[src/rtl/matvec_pkg.sv]
// ---------------------------------------------------------------------------
// matvec_pkg: shared constants, feeder state encoding and one-hot helper.
// Rev 1.0
// ---------------------------------------------------------------------------
`default_nettype none

package matvec_pkg;

  localparam int NUM_FIFOS      = 9;
  localparam int BYTES_PER_WORD = 8;

  typedef enum logic [2:0] {
    IDLE      = 3'd0,
    REQ       = 3'd1,
    WAIT_DATA = 3'd2,
    UNPACK    = 3'd3,
    DONE      = 3'd4
  } feeder_state_t;

  function automatic logic [NUM_FIFOS-1:0] onehot(input int unsigned idx);
    logic [NUM_FIFOS-1:0] sel;
    sel = '0;
    for (int i = 0; i < NUM_FIFOS; i++) begin
      sel[i] = (idx == unsigned'(i));
    end
    return sel;
  endfunction

endpackage

`default_nettype wire

[src/rtl/fifo_mem_feeder_if.sv]
// ---------------------------------------------------------------------------
// fifo_mem_feeder_if: Avalon-MM read master plus FIFO writer bundle.
// Rev 1.0
// ---------------------------------------------------------------------------
`default_nettype none

interface fifo_mem_feeder_if #(
  parameter int ADDR_W    = 32,
  parameter int NUM_FIFOS = 9
);

  logic [ADDR_W-1:0]    avm_address;
  logic                 avm_read;
  logic                 avm_waitrequest;
  logic [63:0]          avm_readdata;
  logic                 avm_readdatavalid;
  logic [NUM_FIFOS-1:0] fifo_addr;
  logic [7:0]           fifo_din;
  logic                 en_fifo_write;
  logic [NUM_FIFOS-1:0] fifo_full;

  modport master (
    output avm_address, avm_read, fifo_addr, fifo_din, en_fifo_write,
    input  avm_waitrequest, avm_readdata, avm_readdatavalid, fifo_full
  );

  modport slave (
    input  avm_address, avm_read, fifo_addr, fifo_din, en_fifo_write,
    output avm_waitrequest, avm_readdata, avm_readdatavalid, fifo_full
  );

endinterface

`default_nettype wire

[src/rtl/fifo_mem_feeder_word_unpacker.sv]
// ---------------------------------------------------------------------------
// word_unpacker: 64-bit load/shift register emitting bytes LSB first.
// Rev 1.0
// ---------------------------------------------------------------------------
`default_nettype none

module word_unpacker
  import matvec_pkg::*;
(
  input  logic                        clk,
  input  logic                        rst_n,
  input  logic                        load,
  input  logic [BYTES_PER_WORD*8-1:0] load_data,
  input  logic                        advance,
  output logic [7:0]                  byte_out,
  output logic                        last_byte
);

  localparam int WORD_W = BYTES_PER_WORD * 8;

  logic [WORD_W-1:0] word;
  logic [2:0]        byte_cnt;

  always_ff @(posedge clk or negedge rst_n) begin
    if (!rst_n) begin
      word     <= '0;
      byte_cnt <= '0;
    end else if (load) begin
      word     <= load_data;
      byte_cnt <= '0;
    end else if (advance) begin
      word     <= word >> 8;
      byte_cnt <= byte_cnt + 3'd1;
    end
  end

  assign byte_out  = word[7:0];
  assign last_byte = (byte_cnt == 3'(BYTES_PER_WORD - 1));

endmodule

`default_nettype wire

[src/rtl/fifo_mem_feeder.sv]
// ---------------------------------------------------------------------------
// fifo_mem_feeder: reads one 64-bit word per FIFO over Avalon-MM and writes
// its bytes into the selected FIFO under full back-pressure. Rev 1.0
// ---------------------------------------------------------------------------
`default_nettype none

module fifo_mem_feeder #(
  parameter int                ADDR_W    = 32,
  parameter int                NUM_FIFOS = 9,
  parameter logic [ADDR_W-1:0] BASE_ADDR = '0
) (
  input  logic              clk,
  input  logic              rst_n,
  input  logic              fill,
  input  logic              Clr,
  fifo_mem_feeder_if.master bus,
  output logic              memory_busy,
  output logic              done
);

  import matvec_pkg::*;

  localparam int               ROW_W    = (NUM_FIFOS > 1) ? $clog2(NUM_FIFOS) : 1;
  localparam logic [ROW_W-1:0] LAST_ROW = ROW_W'(NUM_FIFOS - 1);

  feeder_state_t        state;
  logic [ROW_W-1:0]     row;
  logic                 abort_pending;
  logic                 avm_read_q;
  logic [ADDR_W-1:0]    avm_address_q;
  logic [NUM_FIFOS-1:0] row_sel;
  logic                 write;
  logic                 load;
  logic                 last_byte;
  logic [7:0]           byte_out;

  for (genvar i = 0; i < NUM_FIFOS; i++) begin : g_row_sel
    assign row_sel[i] = (row == ROW_W'(i));
  end

  // The write strobe follows fifo_full combinationally so a FIFO that fills
  // on this very byte can never take an extra write; Clr suppresses it too.
  assign write = (state == UNPACK) && !bus.fifo_full[row] && !Clr;
  assign load  = (state == WAIT_DATA) && bus.avm_readdatavalid && !abort_pending && !Clr;

  word_unpacker u_unpacker (
    .clk       (clk),
    .rst_n     (rst_n),
    .load      (load),
    .load_data (bus.avm_readdata),
    .advance   (write),
    .byte_out  (byte_out),
    .last_byte (last_byte)
  );

  always_ff @(posedge clk or negedge rst_n) begin
    if (!rst_n) begin
      state         <= IDLE;
      row           <= '0;
      abort_pending <= 1'b0;
      avm_read_q    <= 1'b0;
      avm_address_q <= '0;
    end else begin
      case (state)
        IDLE: begin
          if (fill && !Clr) begin
            row           <= '0;
            avm_address_q <= BASE_ADDR;
            avm_read_q    <= 1'b1;
            state         <= REQ;
          end
        end
        REQ: begin
          if (Clr) abort_pending <= 1'b1;
          if (!bus.avm_waitrequest) begin
            avm_read_q <= 1'b0;
            state      <= WAIT_DATA;
          end
        end
        WAIT_DATA: begin
          // An aborted read still waits for its data so the slave stays in sync.
          if (bus.avm_readdatavalid) begin
            abort_pending <= 1'b0;
            state         <= (abort_pending || Clr) ? IDLE : UNPACK;
          end else if (Clr) begin
            abort_pending <= 1'b1;
          end
        end
        UNPACK: begin
          if (Clr) begin
            state <= IDLE;
          end else if (write && last_byte) begin
            if (row == LAST_ROW) begin
              state <= DONE;
            end else begin
              row           <= row + ROW_W'(1);
              avm_address_q <= BASE_ADDR + ADDR_W'(row) + ADDR_W'(1);
              avm_read_q    <= 1'b1;
              state         <= REQ;
            end
          end
        end
        DONE:    state <= IDLE;
        default: state <= IDLE;
      endcase
    end
  end

  assign bus.avm_read      = avm_read_q;
  assign bus.avm_address   = avm_address_q;
  assign bus.en_fifo_write = write;
  assign bus.fifo_addr     = write ? row_sel : '0;
  assign bus.fifo_din      = write ? byte_out : 8'h00;
  assign memory_busy       = (state != IDLE);
  assign done              = (state == DONE) && !Clr;

endmodule

`default_nettype wire

[src/flat_wrapper.sv]
// flat-port wrapper written by rule: the top's interface ports become plain ports
module fifo_mem_feeder_flat import matvec_pkg::*;
#(
  parameter int                ADDR_W    = 32,
  parameter int                NUM_FIFOS = 9,
  parameter logic [ADDR_W-1:0] BASE_ADDR = '0
)
  (clk, rst_n, fill, Clr, memory_busy, done, bus_avm_address, bus_avm_read, bus_fifo_addr, bus_fifo_din, bus_en_fifo_write, bus_avm_waitrequest, bus_avm_readdata, bus_avm_readdatavalid, bus_fifo_full);
  fifo_mem_feeder_if #(.ADDR_W(ADDR_W), .NUM_FIFOS(NUM_FIFOS)) bus_i ();
  input  logic clk;
  input  logic rst_n;
  input  logic fill;
  input  logic Clr;
  output logic memory_busy;
  output logic done;
  output wire logic [$bits(bus_i.avm_address)-1:0] bus_avm_address;
  output wire logic [$bits(bus_i.avm_read)-1:0] bus_avm_read;
  output wire logic [$bits(bus_i.fifo_addr)-1:0] bus_fifo_addr;
  output wire logic [$bits(bus_i.fifo_din)-1:0] bus_fifo_din;
  output wire logic [$bits(bus_i.en_fifo_write)-1:0] bus_en_fifo_write;
  input wire logic [$bits(bus_i.avm_waitrequest)-1:0] bus_avm_waitrequest;
  input wire logic [$bits(bus_i.avm_readdata)-1:0] bus_avm_readdata;
  input wire logic [$bits(bus_i.avm_readdatavalid)-1:0] bus_avm_readdatavalid;
  input wire logic [$bits(bus_i.fifo_full)-1:0] bus_fifo_full;
  assign bus_avm_address = bus_i.avm_address;
  assign bus_avm_read = bus_i.avm_read;
  assign bus_fifo_addr = bus_i.fifo_addr;
  assign bus_fifo_din = bus_i.fifo_din;
  assign bus_en_fifo_write = bus_i.en_fifo_write;
  assign bus_i.avm_waitrequest = bus_avm_waitrequest;
  assign bus_i.avm_readdata = bus_avm_readdata;
  assign bus_i.avm_readdatavalid = bus_avm_readdatavalid;
  assign bus_i.fifo_full = bus_fifo_full;
  fifo_mem_feeder #(.ADDR_W(ADDR_W), .NUM_FIFOS(NUM_FIFOS), .BASE_ADDR(BASE_ADDR)) u_core (.clk(clk), .rst_n(rst_n), .fill(fill), .Clr(Clr), .bus(bus_i), .memory_busy(memory_busy), .done(done));
endmodule
[config.mk]
export PLATFORM = sky130hd
export DESIGN_NAME = fifo_mem_feeder_flat
export DESIGN_NICKNAME = d
export VERILOG_FILES = /design/src/rtl/matvec_pkg.sv /design/src/rtl/fifo_mem_feeder_if.sv /design/src/rtl/fifo_mem_feeder_word_unpacker.sv /design/src/rtl/fifo_mem_feeder.sv /design/src/flat_wrapper.sv
export SDC_FILE = /design/constraint.sdc
export NUM_CORES = 1
export LEC_CHECK = 0
export ABC_CLOCK_PERIOD_IN_PS = 3150
export CAP_MARGIN = 40
export CORE_AREA = 2 2 95 106
export DETAILED_ROUTE_END_ITERATION = 6
export DIE_AREA = 0 0 97 108
export GPL_ROUTABILITY_DRIVEN = 1
export PLACE_DENSITY = 0.79
export SLEW_MARGIN = 10
export SYNTH_ARGS = -nofsm -noshare
export SYNTH_HDL_FRONTEND = slang
export SYNTH_SLANG_ARGS = --single-unit
[constraint.sdc]
create_clock -name clk -period 3.15 [get_ports clk]
set_clock_uncertainty 0.15 [all_clocks]
set_input_delay 0.63 -clock clk [delete_from_list [all_inputs] [get_ports clk]]
set_output_delay 0.63 -clock clk [all_outputs]
set_load 0.01 [all_outputs]
==> qor.yml <==
detailed_routing:
  wl_met3_microns: 750
  avgViaCountPerCell: 5.965
  route.vias.total: 3800
  routedWlPerCell_microns: 18.53
  met2WireLength_mm: 5.704
  drt_iter0_markers: 319
  drt.antenna.violating_nets: 0
  finalWirelength_mm: 11.80
  routed.top_layer: "met4"
  met1_length_mm: 5.240
  drc_errors: 0
  drt_pass1_iterations: 5
worst_setup_path:
  cp_max_fo: 9
  crit_slowest_cell: "clkdlybuf4s50_1"
  critPathKind: "in2out"
  critical_path_depth: 9
  reg2reg_depth: 11
  crit_path_end_kind: "output port"
  r2r-end: "u_core.u_unpacker.word[53]$_DFFE_PN0P_"
  critPathMaxStageDelay_ns: 0.46
  startpoint: "bus_fifo_full[5]"
  crit_arrival_ns: 2.33
  cp_top_family: "buffers and inverters"
  crit_chain: "clkdlybuf4s50_1 -> mux2i_1 -> o2111a_1 -> o21a_1 -> nor2_4 -> inv_4 -> buf_12 -> and2_1 -> clkdlybuf4s15_2"
  critPathLaunchType: "input pin"
  crit_required_ns: 2.37
  timing.rr.start: "u_core.row[0]$_DFFE_PN0P_"
  regToRegSetupSlack_ns: 0.35
  crit_buf_inv: 4
synth:
  netlist_area_sq_mm: 0.004324
  synth_top_area_cell: "dfrtp_1"
  yosysWarnings: 0
  ys_ff_latch: 77
  synth_edf_count: 0
  yosys.area.top_type_share_pct: 44.56
  ys_types: 53
  synth.area.top_cells: "dfrtp_1 45%, a221o_1 13%, and4_1 11%"
  ys_seq_area_share_pct: 44.56
  synthArstFlopShare_pct: 100.0
  syn_avg_cell_area_sq_um: 10.60
  synth_cells: 408
  synth_flop_cell: "dfrtp_1"
pwr:
  powerDensity_mw_per_mm2: 643.0
  vdd_ir_drop_max_v: 0.0002671
  total_power_mw: 3.705
  leakagePower_nw: 2.572
place:
  hpwl_mm: 7.657
  gp_congestion: 0.8455
  dp_cells: 613
  dp_slack_ns: -0.3369
  portBuffers: 104
clocking:
  cts_made_buffers: 9
  clk_pin_slew_worst_paths_ns: 0.08
  clockBufferDepth: 2
  cts_tree: "yes"
  clock_latency_ns: 0.35
  clockRootBuffer: "clkbuf_8"
  cts_hold_buf: 0
  cts.sinks: 77
  cts-htree-levels: 3
layout:
  drive_above_1_share_pct: 15.77
  nets: 600
  final_cells: 637
  fillCellCount: 768
  syn_to_final_growth_pct: 33.28
  antenna_cells: 0
floorplanning:
  io_pins: 132
  die_w_microns: 97
  rows: 37
  die_height_microns: 108
  dieArea_sq_mm: 0.01048
  start_util_pct: 46.47
  core_sq_mm: 0.009305
global_route:
  grt_pass1_vias: 3682
  grt_max_degree: 68
  grt_first_pass_wirelength_mm: 18.57
  antenna_found_initial: 0
  grt-ovfl-total: 0
  track_usage_pct: 21.75
hold_path:
  hold_class: "in2async"
run:
  cap_violations: 0
sta:
  setup_tns_ns: 0
  hold_viol: 0
  worst_pin_slew_ns: 0.5490
  fmax_mhz: 321.1
  final-setup-viol-count: 0
  fin_crit_sh_pct: 98.86
  fin_crit_ns: 3.114
  drv_slew: 0
  setup_ws_ns: 0.03583
  max-slew-margin-rel_pct: 63.02
run_status:
  status: "finished, final reports clean"
==> synth_stat cells (3+ instances only) <==
cell type  instances
a21oi_1           10
a221o_1           56
and2_1            10
and3_1             7
and4_1            56
buf_2             13
buf_4             28
clkbuf_1          25
dfrtp_1           77
ha_1               6
inv_1              6
mux2i_1            4
nand2_1           23
nand2b_1           3
nand3_1            9
nand3b_1           4
nor2_1             9
nor3b_1            3
o21ai_0           17
==> cells by family (layout without fill, tap and decap cells) <==
| family | after synthesis | in the layout | synth area share [%] |
|---|---|---|---|
| and+or+nand+nor | 139 | 139 | 21.99 |
| other | 1 | 27 | 0.08672 |
| muxes | 6 | 6 | 1.620 |
| adders and majority gates | 6 | 6 | 1.736 |
| buffers and inverters | 75 | 161 | 9.519 |
| DFF | 77 | 77 | 44.56 |
| AOI/OAI and AO/OA | 104 | 104 | 20.49 |
==> worst register-to-register path: cells and delay by family, from the launching register on <==
| family | cells | cell delay (ns) |
|---|---|---|
| buf+inv | 6 | 0.94 |
| compound gates | 3 | 0.77 |
| flops | 1 | 0.49 |
| simple gates | 2 | 0.32 |
==> through the flow <==
stage	hold WS, ns	utilization (%)	instance area (sq um)
finish	0.1180	61.93	5763
detailed placement	0.3368	59.08	5498
CTS	0.1194	61.41	5714
global route	0.1404	61.93	5763
global placement	0.3271	58.87	5478
floorplan	0.1844	-	4422
==> worst max-delay path by stage <==
stage and endpoint:
3_3_place_gp bus_fifo_addr[0], 3_5_place_dp bus_fifo_addr[3], 4_1_cts bus_fifo_addr[4], 5_1_grt bus_fifo_din[6]
6_report bus_fifo_din[7], 2_1_floorplan bus_fifo_addr[5]
==> metal layers <==
metal  vias to the layer above  global-route usage [%]
li1                       1754                       -
met1                      1883                   29.86
met2                       151                   34.42
met3                        12                   5.495
met4                         0                   6.338
met5                         -                       0
==> sequential cells by signal, summed over array words and instances (netlist names) <==
register,flops
u_core.u_unpacker.byte_cnt,3
u_core.abort_pending,1
u_core.bus.avm_read,1
u_core.bus.avm_address,2
u_core.state,3
u_core.row,3
u_core.u_unpacker.word,64
==> final cells by class <==
cell class	count	area, sq um	area share (%)
multi-input combinational	282	2111	36.63
timing repair buffer	138	1345	23.34
sequential	77	1927	33.43
tap	117	146.4	2.540
clock buffer	9	123.9	2.149
clock inverter	7	81.33	1.411
inverter	7	28.78	0.4993
==> layout by cell type (no fill, tap or decap), types with 5 or more instances in the layout <==
master / count
dfrtp_1: 77
and2_1: 10
clkbuf_8: 9
nand3_1: 9
o21ai_0: 17
buf_4: 29
and4_1: 56
inv_1: 6
conb_1: 27
and3_1: 7
buf_12: 5
nand2_1: 23
a221o_1: 56
clkdlybuf4s50_1: 85
nor2_1: 7
buf_2: 6
a21oi_1: 10
clkdlybuf4s15_2: 7
ha_1: 6
==> report_power, final <==
group	switching, mW	internal [mW]	leakage, nW
Combinational	0.615	0.745	1.46
Clock	0.386	0.378	0.106
Sequential	0.227	1.35	1.00
Total	1.23	2.48	2.57
==> what timing repair did <==
item                       CTS  global route
pin swaps                    1             2
setup endpoints to repair   18            17
cloned                       0             1
setup buffers                1             6
gates resized for setup     45            12
Note: power is estimated with default switching activity, not from simulation.
